===== config.mk =====
export PLATFORM = sky130hd
export DESIGN_NAME = clk_period_monitor
export DESIGN_NICKNAME = d
export VERILOG_FILES = /design/src/rtl/clk_period_monitor.sv
export SDC_FILE = /design/constraint.sdc
export NUM_CORES = 1
export LEC_CHECK = 0
export CAP_MARGIN = 25
export CORE_MARGIN = 1
export CORE_UTILIZATION = 56
export DETAILED_ROUTE_END_ITERATION = 7
export PLACE_DENSITY = 0.81
export SLEW_MARGIN = 20
export SYNTH_ARGS = -nofsm -noshare
export SYNTH_HDL_FRONTEND = slang
export SYNTH_SLANG_ARGS = --single-unit

===== constraint.sdc =====
create_clock -name clk_in -period 4.5 [get_ports clk_in]
set_input_delay 0.45 -clock clk_in [delete_from_list [all_inputs] [get_ports clk_in]]
set_output_delay 0.45 -clock clk_in [all_outputs]
set_load 0.01 [all_outputs]

===== src/rtl/clk_period_monitor.sv =====
`default_nettype none
// ============================================================================
//  Module      : clk_period_monitor
//  Description : Measures high/low widths of a divided clock in clk_in cycles,
//                checks them against expected widths, reports lock and errors.
//  Revision    : 1.0 - initial release
// ============================================================================
module clk_period_monitor #(
    parameter int CW     = 8,
    parameter int TOL    = 1,
    parameter int LOCK_N = 4
) (
    input  logic          clk_in,
    input  logic          rst,
    input  logic          en,
    input  logic          sig_in,
    input  logic [CW-1:0] exp_high,
    input  logic [CW-1:0] exp_low,
    output logic [CW-1:0] high_len,
    output logic [CW-1:0] low_len,
    output logic          meas_valid,
    output logic          mismatch,
    output logic          err_sticky,
    output logic          locked,
    output logic [7:0]    period_cnt
);

    localparam int            c_GW      = $clog2(LOCK_N + 1);
    localparam logic [CW-1:0] c_MAX     = {CW{1'b1}};
    localparam logic [CW-1:0] c_ONE     = CW'(1);
    localparam logic [CW:0]   c_TOL     = (CW+1)'(TOL);
    localparam logic [c_GW-1:0] c_LOCK    = c_GW'(LOCK_N);
    localparam logic [c_GW-1:0] c_LOCK_M1 = c_GW'(LOCK_N - 1);

    typedef enum logic [1:0] {
        S_IDLE = 2'd0,
        S_ARM  = 2'd1,
        S_HIGH = 2'd2,
        S_LOW  = 2'd3
    } state_t;

    state_t          r_state, w_state_nxt;
    logic            r_sig_s, r_sig_d;
    logic [1:0]      r_warm;
    logic [CW-1:0]   r_hcnt, r_lcnt;
    logic [c_GW-1:0] r_good_run;
    logic [CW-1:0]   r_high_len, r_low_len;
    logic            r_meas_valid, r_mismatch, r_err_sticky, r_locked;
    logic [7:0]      r_period_cnt;

    logic            w_edges_ok, w_rise, w_fall;
    logic            w_complete, w_timeout, w_good;
    logic signed [CW:0] w_dh, w_dl;
    logic [CW:0]     w_ah, w_al;

    // Edges seen during warm-up would compare against the reset value of the pipe.
    assign w_edges_ok = (r_warm == 2'd2);
    assign w_rise     = w_edges_ok &  r_sig_s & ~r_sig_d;
    assign w_fall     = w_edges_ok & ~r_sig_s &  r_sig_d;

    assign w_dh   = $signed({1'b0, r_hcnt}) - $signed({1'b0, exp_high});
    assign w_dl   = $signed({1'b0, r_lcnt}) - $signed({1'b0, exp_low});
    assign w_ah   = w_dh[CW] ? $unsigned(-w_dh) : $unsigned(w_dh);
    assign w_al   = w_dl[CW] ? $unsigned(-w_dl) : $unsigned(w_dl);
    assign w_good = (w_ah <= c_TOL) && (w_al <= c_TOL);

    always_ff @(posedge clk_in) begin
        if (rst) begin
            r_state <= S_IDLE;
        end else begin
            r_state <= w_state_nxt;
        end
    end

    always_comb begin
        w_state_nxt = r_state;
        w_complete  = 1'b0;
        w_timeout   = 1'b0;
        if (!en) begin
            w_state_nxt = S_IDLE;
        end else begin
            case (r_state)
                S_IDLE: w_state_nxt = S_ARM;
                S_ARM: begin
                    if (w_rise) w_state_nxt = S_HIGH;
                end
                S_HIGH: begin
                    if (r_hcnt == c_MAX) begin
                        w_timeout   = 1'b1;
                        w_state_nxt = S_ARM;
                    end else if (w_fall) begin
                        w_state_nxt = S_LOW;
                    end
                end
                S_LOW: begin
                    if (r_lcnt == c_MAX) begin
                        w_timeout   = 1'b1;
                        w_state_nxt = S_ARM;
                    end else if (w_rise) begin
                        w_complete  = 1'b1;
                        w_state_nxt = S_HIGH;
                    end
                end
                default: w_state_nxt = S_IDLE;
            endcase
        end
    end

    always_ff @(posedge clk_in) begin
        if (rst) begin
            r_sig_s      <= 1'b0;
            r_sig_d      <= 1'b0;
            r_warm       <= 2'd0;
            r_hcnt       <= '0;
            r_lcnt       <= '0;
            r_good_run   <= '0;
            r_high_len   <= '0;
            r_low_len    <= '0;
            r_meas_valid <= 1'b0;
            r_mismatch   <= 1'b0;
            r_err_sticky <= 1'b0;
            r_locked     <= 1'b0;
            r_period_cnt <= 8'd0;
        end else begin
            r_sig_s      <= sig_in;
            r_sig_d      <= r_sig_s;
            if (!w_edges_ok) r_warm <= r_warm + 2'd1;
            r_meas_valid <= 1'b0;
            r_mismatch   <= 1'b0;

            if (r_state == S_IDLE) begin
                r_hcnt     <= '0;
                r_lcnt     <= '0;
                r_good_run <= '0;
                r_locked   <= 1'b0;
            end

            if (en && !w_timeout) begin
                case (r_state)
                    S_ARM: begin
                        if (w_rise) r_hcnt <= c_ONE;
                    end
                    S_HIGH: begin
                        if (w_fall) r_lcnt <= c_ONE;
                        else        r_hcnt <= r_hcnt + c_ONE;
                    end
                    S_LOW: begin
                        if (w_rise) r_hcnt <= c_ONE;
                        else        r_lcnt <= r_lcnt + c_ONE;
                    end
                    default: ;
                endcase
            end

            if (w_complete) begin
                r_high_len   <= r_hcnt;
                r_low_len    <= r_lcnt;
                r_meas_valid <= 1'b1;
                if (r_period_cnt != 8'hFF) r_period_cnt <= r_period_cnt + 8'd1;
                if (w_good) begin
                    if (r_good_run != c_LOCK) r_good_run <= r_good_run + 1'b1;
                    if (r_good_run >= c_LOCK_M1) r_locked <= 1'b1;
                end else begin
                    r_mismatch   <= 1'b1;
                    r_err_sticky <= 1'b1;
                    r_good_run   <= '0;
                    r_locked     <= 1'b0;
                end
            end

            if (w_timeout) begin
                r_mismatch   <= 1'b1;
                r_err_sticky <= 1'b1;
                r_good_run   <= '0;
                r_locked     <= 1'b0;
            end
        end
    end

    assign high_len   = r_high_len;
    assign low_len    = r_low_len;
    assign meas_valid = r_meas_valid;
    assign mismatch   = r_mismatch;
    assign err_sticky = r_err_sticky;
    assign locked     = r_locked;
    assign period_cnt = r_period_cnt;

endmodule
`default_nettype wire


Word level (Yosys, flattened, before mapping)
Index checks and enable logic that the tools add are counted. W data, S select, Z words.

Register bits after elaboration: 53. Bits of input ports: 20. Output and inout bits: 28. Logic and storage cells: 93.

Add/sub/neg operators: 9. Magnitude comparators: 3. Eq/ne operators: 10. Mux-type cells: 40. Bitwise operators: 7. Reductions and logical operators: 10.

Operators with widths (number): $mux W8 (8); $pmux W8 S2 (2); $add A8 B1 Y8 const B (3); $le A9 B1 Y1 const B (2); $mux W1 (18); $mux W9 (2); $neg A9 Y9 (2); $sub A8 B8 Y9 (2); $eq A8 B8 Y1 const B (2); $mux W3 (4); $mux W2 (4); $ne A8 B8 Y1 const B (1); $pmux W2 S4 (1); $eq A2 B2 Y1 const B (3); $ne A3 B3 Y1 const B (2); $reduce_or A2 Y1 (3); $and A1 B1 Y1 (4); $reduce_and A2 Y1 (2); $add A3 B1 Y3 const B (1); $ge A3 B2 Y1 const B (1); $not A1 Y1 (3); $add A2 B1 Y2 const B (1); $eq A2 B1 Y1 const B (1); $logic_and A1 B1 Y1 (2); 5 further kinds (5).

Logic depth before layout (Yosys ltp)
Depth after elaboration: 9. Gate-level depth with buffers: 15. Depth with buffers taken out: 15.

Worst setup path before layout
Ideal clock, no wire load.

Kind: input-to-reg. From: in exp_low[0]. To: reg r_err_sticky, in the netlist err_sticky. Setup time: 115 ps. Data arrival time: 2810 ps. Required time: 4385 ps. Slack: 1575 ps. Cell stages on the path: 12. Path buffers: 0. Cell sequence: ha_1 > inv_1 > fa_1 > a21o_1 > a211o_1 > nand3_1 > a2111oi_4 > and4_1 > a2111oi_2 > nand4b_1 > a21o_1 > o21ba_1.

Word-level cells in the longest chain between the ends: 7.

RTL lines: start, declared (RTL line 18) `input logic [CW-1:0] exp_low,`; $sub A8 B8 Y9 * (RTL line 62) `assign w_dl = $signed({1'b0, r_lcnt}) - $signed({1'b0, exp_low});`; $neg A9 Y9 (RTL line 64) `assign w_al = w_dl[CW] ? $unsigned(-w_dl) : $unsigned(w_dl);`; $mux W9 * (RTL line 64); $le A9 B1 Y1 * (RTL line 65) `assign w_good = (w_ah <= c_TOL) && (w_al <= c_TOL);`; $logic_and A1 B1 Y1 * (RTL line 65); $ne A2 B2 Y1 (no line) *; $reduce_and A2 Y1 (no line) *; end signal, assigned (RTL line 121) `r_err_sticky <= 1'b0;`; end signal, assigned (RTL line 165) `r_err_sticky <= 1'b1;`; end signal, assigned (RTL line 173) `r_err_sticky <= 1'b1;`; end, declared (RTL line 48) `logic r_meas_valid, r_mismatch, r_err_sticky, r_locked;`.

Mark *: on every way between the ends. The rest lies on a longest branch, timed or not. A chain may end at the register's enable or synchronous reset.

Worst setup path in the final report
From: in exp_low[0]. To: reg r_good_run[0].

Word-level cells in the longest chain between the ends: 7.

RTL lines: $sub A8 B8 Y9 * (RTL line 62); $neg A9 Y9 (RTL line 64); $mux W9 * (RTL line 64); $le A9 B1 Y1 * (RTL line 65); $logic_and A1 B1 Y1 * (RTL line 65); $mux W3 * (RTL line 160) `if (w_good) begin`; $mux W3 * (RTL line 155) `if (w_complete) begin`; end signal, assigned (RTL line 161) `if (r_good_run != c_LOCK) r_good_run <= r_good_run + 1'b1;`; end, declared (RTL line 46) `logic [c_GW-1:0] r_good_run;`.

Marks and branches as above.

==> results.ini <==
[worst_setup_path]
r2r_slack_ns = 1.09
cp-start-kind = primary input
endpoint_kind = flop
path_buf_inv = 2
path_max_fanout = 4
path_class = in2reg
required_ns = 4.76
slowest_delay_ns = 0.48
slowest_stage = clkdlybuf4s50_1
crit_chain = clkdlybuf4s50_1, ha_1, inv_1, fa_1, a21o_1, a211oi_1, o31a_1, nand2_1, a2bb2oi_2, a2111oi_2, nand4b_1, a2111oi_0, a41o_1
crit_family = compound AO/OA/AOI/OAI gates
critical_path_arrival_ns = 3.75

[sta]
final.min_clock_period_ns = 3.50
rsz0062_at_grt = false
hold_viol = 0
setup_violations = 0
fmax_mhz = 286
skew_ns = 0.00669
tightest_slew_ns = 0.766
fin_ws_ns = 1.00
tns_ns = 0
maxSlewHeadroom_pct = 49.0
min_period_over_period_pct = 77.7
maxSlewViolCount = 0

[yosys]
netlist_area_um2 = 3530
synth_cell_type_count = 56
syn-num-nets = 507
yosysTopAreaCell = dfxtp_1
async_reset_ff_share_pct = 0
yosysWarningCount = 0
yosysSeqAreaShare_pct = 30.1
synth-seq-cells = 53
synth_top_area_share_pct = 30.1
yosys-top-cells-area = dfxtp_1, ha_1, a21oi_1, nand2_1, nor2_1
synth_edf_count = 0
ys.flop_type = dfxtp_1
postSynthCellCount = 460
synth.avg_cell_area_um2 = 7.66

[global_route]
grt-busiest-layer = met2
grt_max_degree = 30
grt_util_all_layers_pct = 26.2
grt_pass1_wl_mm = 13.8
grt_antenna_before_repair = 0
grtUsageMet3_pct = 4.61
grt_pass1_vias = 3105
met1_usage_pct = 33.4
overflow = 0
grt_util_met2_pct = 45.2

[outcome]
status = completed

[placed_design]
port_buffers = 47
gp_congestion = 0.882
place_ws_ns = 0.781
hpwl_mm = 5.86

[die]
die_x_um = 81.4
ios = 48
rows = 28
die_y_um = 81.4
dieArea_um2 = 6620
coreArea_um2 = 5990
start_util_pct = 58.9

[cts]
htree_levels = 2
clock_sinks = 53
post_cts_buffers = 0
worst_skew_pair.late_latency_ns = 0.31
hold_buffers = 0
cts_root_buf = clkbuf_8
clock_path_buffers = 2
cts_tree = yes
clkTransAtPathRegs_ns = 0.09
cts_buffers = 5
post_cts_resized = 0

[detailed_routing]
vias = 3435
post_drt_wl_per_cell_um = 13.8
viasPerCell = 5.95
dr.pass1.iters = 4
drt_iter0_markers = 137
drc = 0
drt-total-wl_mm = 7.98
drt.antenna.violating_nets = 0

[finish]
n_fill_cell = 483
area_growth_pct = 17.5
final_common_cell = dfxtp_1
final_nets = 549
layout-drive-gt1-share_pct = 4.38
diodes = 0
register_area_um2 = 1060
multiInputGateArea_um2 = 2290
layout_common_cells = dfxtp_1, a21oi_1, nand2_1

[power_and_ir_drop]
max-vdd-ir-drop_v = 0.000215
p_leak_uw = 0.00161
powerDensity_nw_per_um2 = 231

[hold_path]
hold_class = reg2reg

[flow_run]
cap_violations = 0

[stage by stage]
| step | total power [uW] | hold WS, ns | std cells | utilization, % | cell area (um2) |
|---|---|---|---|---|---|
| after floorplan | 611 | 0.451 | 460 | - | 3530 |
| after global routing | 1010 | 0.481 | 577 | 69.2 | 4140 |
| final | 957 | 0.459 | 577 | 69.2 | 4140 |
| after global placement | 646 | 0.443 | 570 | 67.4 | 4040 |
| after detailed placement | 652 | 0.448 | 570 | 67.4 | 4040 |
| after CTS | 960 | 0.459 | 577 | 69.2 | 4140 |
[cell families after synthesis]
kind of cell,after synthesis,synth area share [%]
AO/OA/AOI/OAI,126,23.3
XOR/XNOR,15,3.73
adder cells (fa/ha/maj),27,10.0
buffers and inverters,44,4.93
flip-flops,53,30.1
multiplexers,3,0.852
AND/OR/NAND/NOR,192,27.1
[cells in the mapped netlist, types with 3 or more instances]
cell	instances
xor2_1	5
a21boi_0	3
dfxtp_1	53
or3_1	4
o2111ai_1	3
xnor2_1	10
o211ai_1	4
a31oi_1	3
nand4_1	13
o21ai_0	22
a21o_1	7
and2_1	3
or2_2	5
nand2b_1	7
clkbuf_1	11
mux2i_1	3
ha_1	25
inv_1	31
nor3_1	6
a211oi_1	4
nand2_1	51
and3_1	12
nand3_1	14
nand3b_1	9
nor2b_1	10
nor2_1	49
a21oi_1	51
[cell type report]
class / count / share of cell area, %
timing repair buffer: 48 / 11.5
sequential: 53 / 25.6
clock inverter: 2 / 0.845
inverter: 31 / 2.81
tap: 75 / 2.26
clock buffer: 5 / 1.66
multi-input combinational: 363 / 55.3
[final timing paths]
| path | endpoint | startpoint | depth (start not counted) |
|---|---|---|---|
| setup / recovery | r_good_run[0] | exp_low[0] | 13 |
| hold / removal | low_len[0] | low_len[0] | 2 |
| setup reg to reg | r_good_run[0] | r_lcnt[0] | 14 |
| hold reg to reg | low_len[0] | low_len[0] | 2 |
[per-layer routing]
metal  wire length, um  vias to the layer above
met2              3760                       78
met3               327                       14
met1              3780                     1613
met4               106                        0
li1                  -                     1730
met5                 0                        -
[worst min-delay path: stages (launching register included)]
cell	delay, ns
dfxtp_1	0.32
nand2_1	0.05
a21oi_1	0.05
[flip-flops by register name (all words and copies together) (netlist names)]
signal,count
high_len,8
low_len,8
period_cnt,8
r_hcnt,8
r_lcnt,8
r_good_run,3
r_state,2
r_warm,2
err_sticky,1
locked,1
meas_valid,1
mismatch,1
r_sig_d,1
r_sig_s,1
[where the power goes]
part           internal, uW  switching [uW]  leakage (uW)
logic                  68.7            85.7       0.00113
clock network           162             153     0.0000540
registers               479            8.23      0.000428
Power figures use the tool's default switching activity.
==> patch 1: new RTL, same flow settings <==
Re-encode `state_t` (4 states) as Gray code, 2 bits wide.
--- a/src/rtl/clk_period_monitor.sv
+++ b/src/rtl/clk_period_monitor.sv
@@ -33,10 +33,10 @@
     localparam logic [c_GW-1:0] c_LOCK_M1 = c_GW'(LOCK_N - 1);
 
     typedef enum logic [1:0] {
-        S_IDLE = 2'd0,
-        S_ARM  = 2'd1,
-        S_HIGH = 2'd2,
-        S_LOW  = 2'd3
+        S_IDLE = 2'b00,
+        S_ARM  = 2'b01,
+        S_HIGH = 2'b11,
+        S_LOW  = 2'b10
     } state_t;
 
     state_t          r_state, w_state_nxt;
Function: same outputs for any inputs over 10 cycles, from zero or initial values and one cycle with rst high; not proved beyond that.
==> patch 1 against the original RTL <==
  * Register-to-register slack better by 0.02 ns
  * Largest power group unchanged
  * Worst setup slack better by 0.029 ns
  * Clock skew down 0.00055 ns
  * Fmax up 0.83%
  * Synthesized area up 1.9%
  * Sequential cell count unchanged
  * Power down 4.5%
  * Final area up 1.5%
  * Sequential share of layout area down 0.38 points
  * Wire length up 6.8%
==> patch 1: results (changes against the original RTL) <==
status:
  outcome: "finished clean"  # unchanged
global_routing:
  grtUsageMet1: 0.3300  # was 0.3342
  vias_in_the_first_global_route: 3201  # was 3105
  global_routing_usage_summed_across_all_routing_layers: 0.2616  # was 0.2617
  met2_capacity_usage_during_global_routing: 0.4521  # was 0.4517
  grt_start_max_net_pins: 25  # was 30
  groute.layer.met3.usage: 0.04176  # was 0.04607
  global_route_wire_length_before_repair_mm: 13.82  # was 13.79 mm
cts:
  cts_setup_buffers: 0  # unchanged
  clock_tree.root_cell: "clkbuf_8"  # unchanged
  cts.htree.levels: 2  # unchanged
placed_design:
  place_congestion: 0.9309  # was 0.8822
  place_area_um2: 4120  # was 4040 um2
  inst_count_dp: 582  # was 570
  dp_hpwl_mm: 6.391  # was 5.865 mm
  buffer_ports.inserted: 47  # unchanged
  detailedPlace.worstSlack_ns: 0.7822  # was 0.7808 ns
finish:
  fillerInstances: 518  # was 483
  final_layout_size_suffix_gt1_frac: 0.04669  # was 0.04382
  final_net_count: 566  # was 549
synth:
  synth_seq_area_share: 0.2953  # was 0.3009
  yosys.area_share.adder: 0.1156  # was 0.1001
  ys_types: 63  # was 56
  synth_nets: 525  # was 507
  synthTopCellsByCount: "dfxtp_1, nand2_1, nor2_1"  # was dfxtp_1, a21oi_1, nand2_1
  postSynth.asyncResetShare: 0  # unchanged
  yosys_warnings: 0  # unchanged
  synth.top_cells.by_area: "dfxtp_1, ha_1, a21oi_1, nand2_1, nor2_1"  # unchanged
  synth_compound_area_frac: 0.2166  # was 0.2328
  synth_area_per_cell_um2: 7.597  # was 7.665 um2
  yosys.area_share.xor_xnor: 0.04631  # was 0.03726
  muxShareOfSynthArea: 0.01741  # was 0.008517
power_and_ir_drop:
  cellLeakagePower_nw: 1.616  # was 1.611 nW
  sw_frac_of_total: 0.2658  # was 0.2579
  power.ir.vdd_worst_uv: 216.4  # was 215.1 uV
detailed_routing:
  vias: 3502  # was 3435
  drtIter0Drc: 255  # was 137
  vias_per_cell: 5.946  # was 5.953
  wl_met3_um: 449  # was 327 um
  drt-pass1-iter-count: 5  # was 4
  postRouteWirelength_mm: 8.521  # was 7.975 mm
  wl_met1_mm: 3.896  # was 3.778 mm
  routed_length_on_met2_mm: 4.055  # was 3.763 mm
sta:
  worst_clock_skew_ns: 0.006145  # was 0.006695 ns
  worst_pin_slew_ns: 0.8795  # was 0.7657 ns
worst_setup_path:
  arrival_time_worst_endpoint_ns: 3.67  # was 3.75 ns
  dominant_delay_contributor_by_cell_family_on_the_critical_path: "compound AO/OA/AOI/OAI gates"  # unchanged
  cpPeakStageDelay_ns: 0.46  # was 0.48 ns
  cp_max_fo: 5  # was 4
[patch 1: path summary, 6_finish.rpt]
path / start / endpoint / slack, ns / cells after the start
worst max-delay path: exp_high[0] / err_sticky / 1.03 / 13
worst min-delay path: high_len[5] / high_len[5] / 0.45 / 2
worst max register to register: r_hcnt[0] / err_sticky / 1.11 / 14
worst min register to register: high_len[5] / high_len[5] / 0.45 / 2
[patch 1: final cells by class]
| class | count | area (um2) | share of cell area |
|---|---|---|---|
| sequential | 53 | 1061 | 0.2522 |
| clock buffer | 7 | 86.33 | 0.02052 |
| multi-input combinational | 367 | 2333 | 0.5547 |
| inverter | 37 | 138.9 | 0.03302 |
| timing repair buffer | 50 | 493.0 | 0.1172 |
| tap | 75 | 93.84 | 0.02231 |
[patch 1: power by group through the flow]
stage	logic [mW]	registers (mW)	clock network [mW]
global placement	0.148	0.496	0
detailed placement	0.153	0.497	0
global route	0.174	0.488	0.294
floorplan	0.115	0.495	0
finish	0.157	0.486	0.271
CTS	0.155	0.486	0.272
==> patch 2: new RTL, same settings <==
Without the edit above. Change the parameter `LOCK_N` from 4 to 2.
--- a/src/rtl/clk_period_monitor.sv
+++ b/src/rtl/clk_period_monitor.sv
@@ -8,7 +8,7 @@
 module clk_period_monitor #(
     parameter int CW     = 8,
     parameter int TOL    = 1,
-    parameter int LOCK_N = 4
+    parameter int LOCK_N = 2
 ) (
     input  logic          clk_in,
     input  logic          rst,
Check against the original RTL: not equivalent (a bounded check fails within 10 cycles, from zero or initial values and one cycle with rst high).
==> patch 2 against the original RTL <==
  * Worst hold slack improved by 0.0030 ns
  * Worst setup slack improved by 0.17 ns
  * Clock skew is 0.00064 ns lower
  * Power grew 2.4%
  * Sequential cell count fell by 1
  * Synthesized area up 1.5%
  * Wire length up 8.0%
  * Final area up 1.8%
  * Sequential share of layout area fell by 0.92 points
  * Core utilization grew 0.80 points
  * Count of clock-buffer cells in the layout is 1 higher
  * Critical path type unchanged
  * Largest cell class unchanged
==> patch 2: results (changes against the original RTL) <==
status:
  outcome: "finished clean"  # unchanged
worst_setup_path:
  arrival_time_worst_endpoint_ns: 3.57  # was 3.75 ns
  critical_path.reg2reg.startpoint: "r_hcnt[0]"  # was r_lcnt[0]
  cpPeakStageDelay_ns: 0.48  # about the same
  critPathCapture: "r_good_run[0]"  # unchanged
  r2r_end: "r_good_run[0]"  # unchanged
  ff2ff_path_depth: 15  # was 14
  cp_max_fo: 5  # was 4
  timing.reg2reg.setup_slack_ns: 1.20  # was 1.09 ns
  dominant_delay_contributor_by_cell_family_on_the_critical_path: "compound AO/OA/AOI/OAI gates"  # unchanged
synth:
  synth.top_cells.by_area: "dfxtp_1, nand2_1, ha_1, a21oi_1, nor2_1"  # was dfxtp_1, ha_1, a21oi_1, nand2_1, nor2_1
  synth_nets: 525  # was 507
  synth_seq_area_share: 0.2908  # was 0.3009
  number_of_instances_in_the_synthesized_netlist: 481  # was 460
  synthTopCellsByCount: "nand2_1, dfxtp_1, a21oi_1"  # was dfxtp_1, a21oi_1, nand2_1
  postSynth.asyncResetShare: 0  # unchanged
  yosys_warnings: 0  # unchanged
  ys_types: 60  # was 56
sta:
  max_freq_ghz: 0.3009  # was 0.2860 GHz
  worst_clock_skew_ns: 0.006055  # was 0.006695 ns
  slew_headroom: 0.4813  # was 0.4896
cts:
  cts-buffers-inserted: 5  # unchanged
  clock_tree.root_cell: "clkbuf_8"  # unchanged
  cts_setup_buffers: 0  # unchanged
  clock_path_buffers: 2  # unchanged
  cts.htree.levels: 2  # unchanged
finish:
  final_layout_size_suffix_gt1_frac: 0.04023  # was 0.04382
  fillerInstances: 496  # was 483
  final_net_count: 565  # was 549
placed_design:
  place_area_um2: 4095  # was 4040 um2
  detailedPlace.worstSlack_ns: 0.8924  # was 0.7808 ns
  place_congestion: 0.9093  # was 0.8822
  dp_hpwl_mm: 6.495  # was 5.865 mm
  inst_count_dp: 589  # was 570
detailed_routing:
  postRouteWirelength_mm: 8.613  # was 7.975 mm
  drtIter0Drc: 201  # was 137
  routedWlPerCell_um: 14.43  # was 13.82 um
  drt-pass1-iter-count: 5  # was 4
  vias_per_cell: 6.010  # was 5.953
power_and_ir_drop:
  cellLeakagePower_nw: 1.597  # was 1.611 nW
  power_density_nw_per_um2: 232.3  # was 230.9 nW/um2
  p_seq_mw: 0.479  # was 0.488 mW
  power.switching_mw: 0.2575  # was 0.2467 mW
  clock_power_share: 0.345  # was 0.329
  power.ir.vdd_worst_uv: 253.8  # was 215.1 uV
global_routing:
  vias_in_the_first_global_route: 3247  # was 3105
  global_routing_usage_summed_across_all_routing_layers: 0.2682  # was 0.2617
  global_route_wire_length_before_repair_mm: 14.22  # was 13.79 mm
  grt_overflow_total: 0  # unchanged
  grt_start_max_net_pins: 24  # was 30
==> patch 2: cell count changes in the layout (fill, tap and decap cells not counted), sizes merged, moves of 4 or more <==
cell | unedited run | this run
nand2 | 51 | 74
nand4 | 13 | 5
o21ai | 24 | 16
and3 | 12 | 6
a311oi | 0 | 5
nand3 | 14 | 19
a2111oi | 4 | 0
nor4 | 2 | 6
xor2 | 5 | 9
==> patch 2: layer usage <==
layer,vias up,track usage,share of wire
met4,0,0.08772,0.017
li1,1799,-,-
met2,101,0.4653,0.50
met5,-,0,0
met1,1670,0.3360,0.45
met3,18,0.04222,0.041
==> patch 2: logic make-up (layout without fill, tap and decap cells) <==
| group | count (synthesis) | count (layout) | synth area share |
|---|---|---|---|
| mux | 5 | 5 | 0.01433 |
| buf+inv | 48 | 89 | 0.05138 |
| compound gates | 124 | 124 | 0.2296 |
| simple gates | 211 | 211 | 0.2842 |
| flops | 52 | 52 | 0.2908 |
| fa+ha+maj | 24 | 24 | 0.08808 |
| xor+xnor | 17 | 17 | 0.04160 |
==> patch 2: final cells by class <==
class                      instances  area, um2  area share
clock buffer                       6      82.58     0.01958
clock inverter                     2      38.79    0.009199
inverter                          32      120.1     0.02849
multi-input combinational        381       2355      0.5585
sequential                        52       1041      0.2469
tap                               75      93.84     0.02226
timing repair buffer              49      485.5      0.1151
==> patch 2: worst min-delay path by stage <==
stage                from    endpoint  slack, ns  depth (start not counted)
2_1_floorplan     r_sig_s     r_sig_d       0.45                          1
3_3_place_gp   low_len[3]  low_len[3]       0.44                          2
3_5_place_dp   low_len[1]  low_len[1]       0.45                          2
4_1_cts        low_len[2]  low_len[2]       0.46                          2
5_1_grt        low_len[6]  low_len[6]       0.49                          2
6_report       low_len[1]  low_len[1]       0.46                          2
